**src/rtl/mem_arbiter.sv**
```systemverilog
// Two-port round-robin arbiter onto a single shared memory with a fixed read latency.
// One transaction in flight: IDLE (arbitrate) -> ACCESS (MEM_LAT cycles) -> DONE.
module mem_arbiter #(
    parameter int unsigned MEM_LAT = 1,
    parameter int unsigned AW      = 32,
    parameter int unsigned DW      = 32
) (
    input  logic          clk,
    input  logic          reset,
    input  logic          req0,
    input  logic          we0,
    input  logic [AW-1:0] adr0,
    input  logic [DW-1:0] wd0,
    input  logic          req1,
    input  logic          we1,
    input  logic [AW-1:0] adr1,
    input  logic [DW-1:0] wd1,
    output logic          gnt0,
    output logic          gnt1,
    output logic          done0,
    output logic          done1,
    output logic [DW-1:0] rd0,
    output logic [DW-1:0] rd1,
    output logic          mem_we,
    output logic [AW-1:0] mem_adr,
    output logic [DW-1:0] mem_wd,
    input  logic [DW-1:0] mem_rd
);

    typedef enum logic [1:0] {IDLE, ACCESS, DONE} state_t;

    state_t     state;
    logic [3:0] cnt;
    logic       sel;       // port owning the current transaction
    logic       last;      // port granted most recently
    logic       pick1;

    // Port 1 wins when alone, or on contention when port 0 was granted last.
    always_comb begin
        pick1 = req1 & (~req0 | ~last);
    end

    always_ff @(posedge clk or negedge reset) begin
        if (!reset) begin
            state   <= IDLE;
            cnt     <= '0;
            sel     <= 1'b0;
            last    <= 1'b1;
            gnt0    <= 1'b0;
            gnt1    <= 1'b0;
            done0   <= 1'b0;
            done1   <= 1'b0;
            rd0     <= '0;
            rd1     <= '0;
            mem_we  <= 1'b0;
            mem_adr <= '0;
            mem_wd  <= '0;
        end else begin
            gnt0   <= 1'b0;
            gnt1   <= 1'b0;
            done0  <= 1'b0;
            done1  <= 1'b0;
            mem_we <= 1'b0;
            case (state)
                IDLE: begin
                    if (req0 | req1) begin
                        sel     <= pick1;
                        last    <= pick1;
                        gnt0    <= ~pick1;
                        gnt1    <= pick1;
                        mem_we  <= pick1 ? we1  : we0;
                        mem_adr <= pick1 ? adr1 : adr0;
                        mem_wd  <= pick1 ? wd1  : wd0;
                        cnt     <= 4'(MEM_LAT - 1);
                        state   <= ACCESS;
                    end
                end
                ACCESS: begin
                    if (cnt == 4'd0) begin
                        if (sel) begin
                            rd1   <= mem_rd;
                            done1 <= 1'b1;
                        end else begin
                            rd0   <= mem_rd;
                            done0 <= 1'b1;
                        end
                        state <= DONE;
                    end else begin
                        cnt <= cnt - 4'd1;
                    end
                end
                DONE:    state <= IDLE;
                default: state <= IDLE;
            endcase
        end
    end

endmodule

```
**config.mk**
```make
export PLATFORM = sky130hd
export DESIGN_NAME = mem_arbiter
export DESIGN_NICKNAME = d
export VERILOG_FILES = /design/src/rtl/mem_arbiter.sv
export SDC_FILE = /design/constraint.sdc
export NUM_CORES = 1
export LEC_CHECK = 0
export CORE_MARGIN = 3
export CORE_UTILIZATION = 40
export CTS_CLUSTER_DIAMETER = 50
export DETAILED_ROUTE_END_ITERATION = 8
export HOLD_SLACK_MARGIN = 0.02
export PLACE_DENSITY_LB_ADDON = 0.15
export SETUP_SLACK_MARGIN = 0.02
export SLEW_MARGIN = 10
export SYNTH_ARGS = -nofsm -noshare
export SYNTH_HDL_FRONTEND = slang
export SYNTH_SLANG_ARGS = --single-unit
```
**constraint.sdc**
```tcl
create_clock -name clk -period 2.4 [get_ports clk]
set_input_delay 0.36 -clock clk [delete_from_list [all_inputs] [get_ports clk]]
set_output_delay 0.36 -clock clk [all_outputs]
set_load 0.005 [all_outputs]
```
======== After elaboration in Yosys (flattened, before gate mapping) ========
Index checks and enable logic that the tools add are counted.
word-level totals
  bits in registers ....................... 141
  output and inout port bits .............. 133
  input port bits ......................... 166
operators by class
  equal/unequal tests ..................... 4
  mux-type cells .......................... 21
  reductions and logical operators ........ 8
  add/sub/neg operators ................... 1
  bitwise logic cells ..................... 7
operators by type and width
  cell                 number
  $mux 32              2
  $mux 1               13
  $reduce_and 3->1     3
  $mux 4               2
  $pmux 4 s2           1
  $ne 2x2->1 const B   3
  $logic_not 4->1      1
  $mux 2               2
  $not 1->1            4
  $pmux 2 s2           1
  $reduce_and 2->1     2
  $sub 4x1->4 const B  1
  $eq 2x1->1 const B   1
  $logic_not 2->1      1
  $or 1x1->1           2
  $reduce_bool 2->1    1
  $and 1x1->1          1

======== Logic depth before layout (Yosys ltp) ========
  word-level depth ........................ 6
  depth in mapped cells ................... 6

======== Least setup slack after synthesis ========
Ideal clock, no wire load.
  path type ............................... reg2reg
  start ................................... register cnt[0]
  end ..................................... register rd1[0]
  arrival ................................. 1.497 ns
  setup slack ............................. 0.777 ns
  clock period less this slack ............ 1.623 ns
  data required time ...................... 2.275 ns
  stages on the path, launching flop included .. 7
  cells stage by stage .................... dfrtp_1 > inv_1 > ha_1 > and4_1 > buf_6 > buf_12 > mux2_4
between the ends
  longest elaborated chain between the ends .. 2
RTL lines
  element                            RTL line  source
  from (decl)                        33        logic [3:0] cnt;
  from (signal assigned)             74        cnt <= 4'(MEM_LAT - 1);
  from (signal assigned)             89        cnt <= cnt - 4'd1;
  $logic_not 4->1                    79        if (cnt == 4'd0) begin
  $reduce_and 3->1 (no source line)  n/a
  to (signal assigned)               81        rd1 <= mem_rd;
  to (decl)                          23        output logic [DW-1:0] rd1,
No other way between the ends.
A chain may end at the register's enable or synchronous reset.

======== Worst setup path after layout ========
  start ................................... register cnt[0]
  end ..................................... register rd0[19]
between the ends
  longest elaborated chain between the ends .. 2
RTL lines
  element                            RTL line  source
  $logic_not 4->1                    79
  $reduce_and 3->1 (no source line)  n/a
  to (signal assigned)               84        rd0 <= mem_rd;
  to (decl)                          22        output logic [DW-1:0] rd0,
No other way between the ends.

==> results.cfg <==
[route]
wl_met1_um = 7250
dr_wl_met2_um = 8590
wirelength_um = 17800
wl_met3_um = 1600
ant_nets = 0
drtIter0Drc = 232
vias_per_cell = 5.32
top_layer = met5
drtPass1Iterations = 4
wl_per_cell_um = 20.0
vias = 4746
remaining_drc_errors = 0

[timing]
hold_violations = 0
tightest_slew_ps = 701
fin_skew_ps = 8.88
max_clock_freq_ghz = 0.496
hold_ws_ps = 483
rsz0062_at_grt = false
setup_viol = 0
slew_viol_final = 0
max_slew_margin_pct = 53.2
tns_ps = 0
period_needed_ps = 2010
finalCritPeriodShare_pct = 83.9

[critical_path]
worst-path-max-fanout = 33
crit_required_ps = 2690
max_stage_delay_ps = 560
crit_slowest_cell = nand4b_4
crit_arrival_ps = 2300
crit_path_end_kind = flop
crit_chain = inv_1 -> ha_1 -> nand4b_4 -> mux2_1
critPathLaunchType = flop
path_class = reg -> reg

[run]
drv_cap = 0

[synth]
netlist.top_cell.by_area = dfrtp_1
yosysSeqAreaShare_pct = 59.8
synth_area_leaders = dfrtp_1, a221o_1, mux2_4, and3_1, mux2_1
synth_area_per_cell_sq_um = 14.5
syn-cell-area_sq_mm = 0.00590
synthesis.nets = 574
yosysWarnings = 0
yosysMostFrequentCell = dfrtp_1
async_flop_share_pct = 100
synth_flop_cell = dfrtp_1
synth_edf_count = 0
synth.top_cells.by_count = dfrtp_1, and3_1, a221o_1, mux2_1, mux2_4
netlist-cell-type-count = 35
syn_inst = 406
yosys_register_bits = 141
synth_top_cell_area_share_pct = 59.3

[floorplan]
start_util_pct = 41.7
die_area_sq_mm = 0.0163
core_area_sq_mm = 0.0141
ios = 299
dieWidth_um = 127
dieHeight_um = 127
placementRows = 43

[worst_hold_path]
hp-class = reg -> reg

[place]
portBuffers = 298
gp_congestion = 0.799
dp.cells = 859
post-dp-hpwl_um = 12800

[cts]
numCtsBuffers = 17
clk_pin_slew_ps = 60
cts_sinks = 141
cts_resized = 0
clockBufferDepth = 2
clkLatencyLatePin_ps = 420
htree_levels = 4
cts_tree = built
clock-root-buffer = clkbuf_16

[finish]
fillCellCount = 1016
diodes = 0
multi_input_comb_area_sq_mm = 0.00217
area_delta_synth_final_pct = 64.6
nNetsFinal = 867
finalNonFillerCells = 892
seq_area_sq_mm = 0.00353
drive_above_1_share_pct = 11.2

[run_status]
status = finished, final reports clean

[power_and_ir_drop]
internal_power_uw = 9090
p_seq_share_pct = 33.4
peakVddDrop_v = 0.000596
swShare_pct = 28.4
p_per_area_mw_per_mm2 = 1310
p_sw_uw = 3610
clkPwrFrac_pct = 23.3
pwr-share-comb_pct = 43.3
total_leakage_power_uw = 0.00432

[global_route]
track_usage_pct = 22.0
antenna_found_initial = 2
grt_pass1_wl_um = 28000
overflow = 0
grt_pass1_vias = 4971
grt_max_degree = 67
-- critical path: cells and delay by family (launching register included) --
family | cells | cell delay (ps)
fa+ha+maj | 1 | 290
flops | 1 | 400
simple gates | 1 | 560
buf+inv | 1 | 90
mux | 1 | 540
-- cell type report --
| cell class | instances | share of cell area (%) |
|---|---|---|
| well taps | 180 | 2.32 |
| multi-input cells | 227 | 22.3 |
| flip-flops and latches | 141 | 36.3 |
| clock buffers | 21 | 4.63 |
| repair buffers | 309 | 32.1 |
| clock inverters | 11 | 2.20 |
| inverters | 3 | 0.116 |
-- through the flow --
step           area (sq um)  total power, uW  worst slack [ps]  utilization (%)
2_1_floorplan          5900             6660               777                -
3_3_place_gp           9040             9680               387             63.9
3_5_place_dp           9040             9820               342             63.9
4_1_cts                9720            12800               345             68.7
5_1_grt                9720            13400               231             68.7
6_report               9720            12700               386             68.7
-- routing by layer --
layer / GRT usage (%) / up-vias
met2: 34.9 / 231
li1: - / 2143
met4: 7.38 / 4
met3: 8.57 / 29
met1: 27.7 / 2339
met5: 0 / -
-- cells in the final DEF, fill, tap and decap left out, types with 2 or more instances in the layout --
cell	netlist	routed
buf_12	3	4
nor2_1	3	3
inv_1	2	2
buf_4	2	6
bufinv_16	0	6
mux2_1	35	35
o21ai_0	2	2
and3_1	66	65
nand2b_1	2	2
dfrtp_1	140	140
ha_1	2	2
a21o_1	3	3
clkdlybuf4s50_1	0	297
nor3_1	2	2
a221o_1	64	64
clkinv_2	0	2
mux2i_1	3	3
clkbuf_16	0	17
mux2_4	29	29
clkbuf_1	18	3
clkinvlp_4	0	2
-- kinds of logic after synthesis --
family | synth area share, %
compound gates | 12.2
simple gates | 9.01
flops | 59.8
buf+inv | 3.84
fa+ha+maj | 0.424
mux | 14.8
-- registers in the layout, summed over array words and instances (netlist names), 2 cells and up --
| name | count |
|---|---|
| mem_adr | 32 |
| mem_wd | 32 |
| rd0 | 32 |
| rd1 | 32 |
| cnt | 4 |
| state | 2 |
-- path summary, 6_finish.rpt --
path,startpoint,to,slack (ps),depth (start not counted)
setup / recovery,cnt[0],rd0[19],390,4
hold / removal,rd1[13],rd1[13],480,1
setup reg to reg,cnt[0],rd0[19],390,4
hold reg to reg,rd1[13],rd1[13],480,1
max in group asynchronous,reset,mem_wd[23],1190,3
min in group asynchronous,reset,done1,500,2
-- power by group through the flow --
stage               registers, uW  logic (uW)  clock network (uW)
finish                       4240        5510                2960
global route                 4390        5920                3140
CTS                          4240        5590                3010
detailed placement           4250        5570                   0
global placement             4220        5470                   0
floorplan                    4250        2410                   0
-- what timing repair did --
| item | 4_1_cts | 5_1_grt |
|---|---|---|
| buffers inserted | 0 | 0 |
| hold endpoints to repair | 63 | 0 |
| hold buffers | 1 | 0 |
Power figures use the tool's default switching activity.
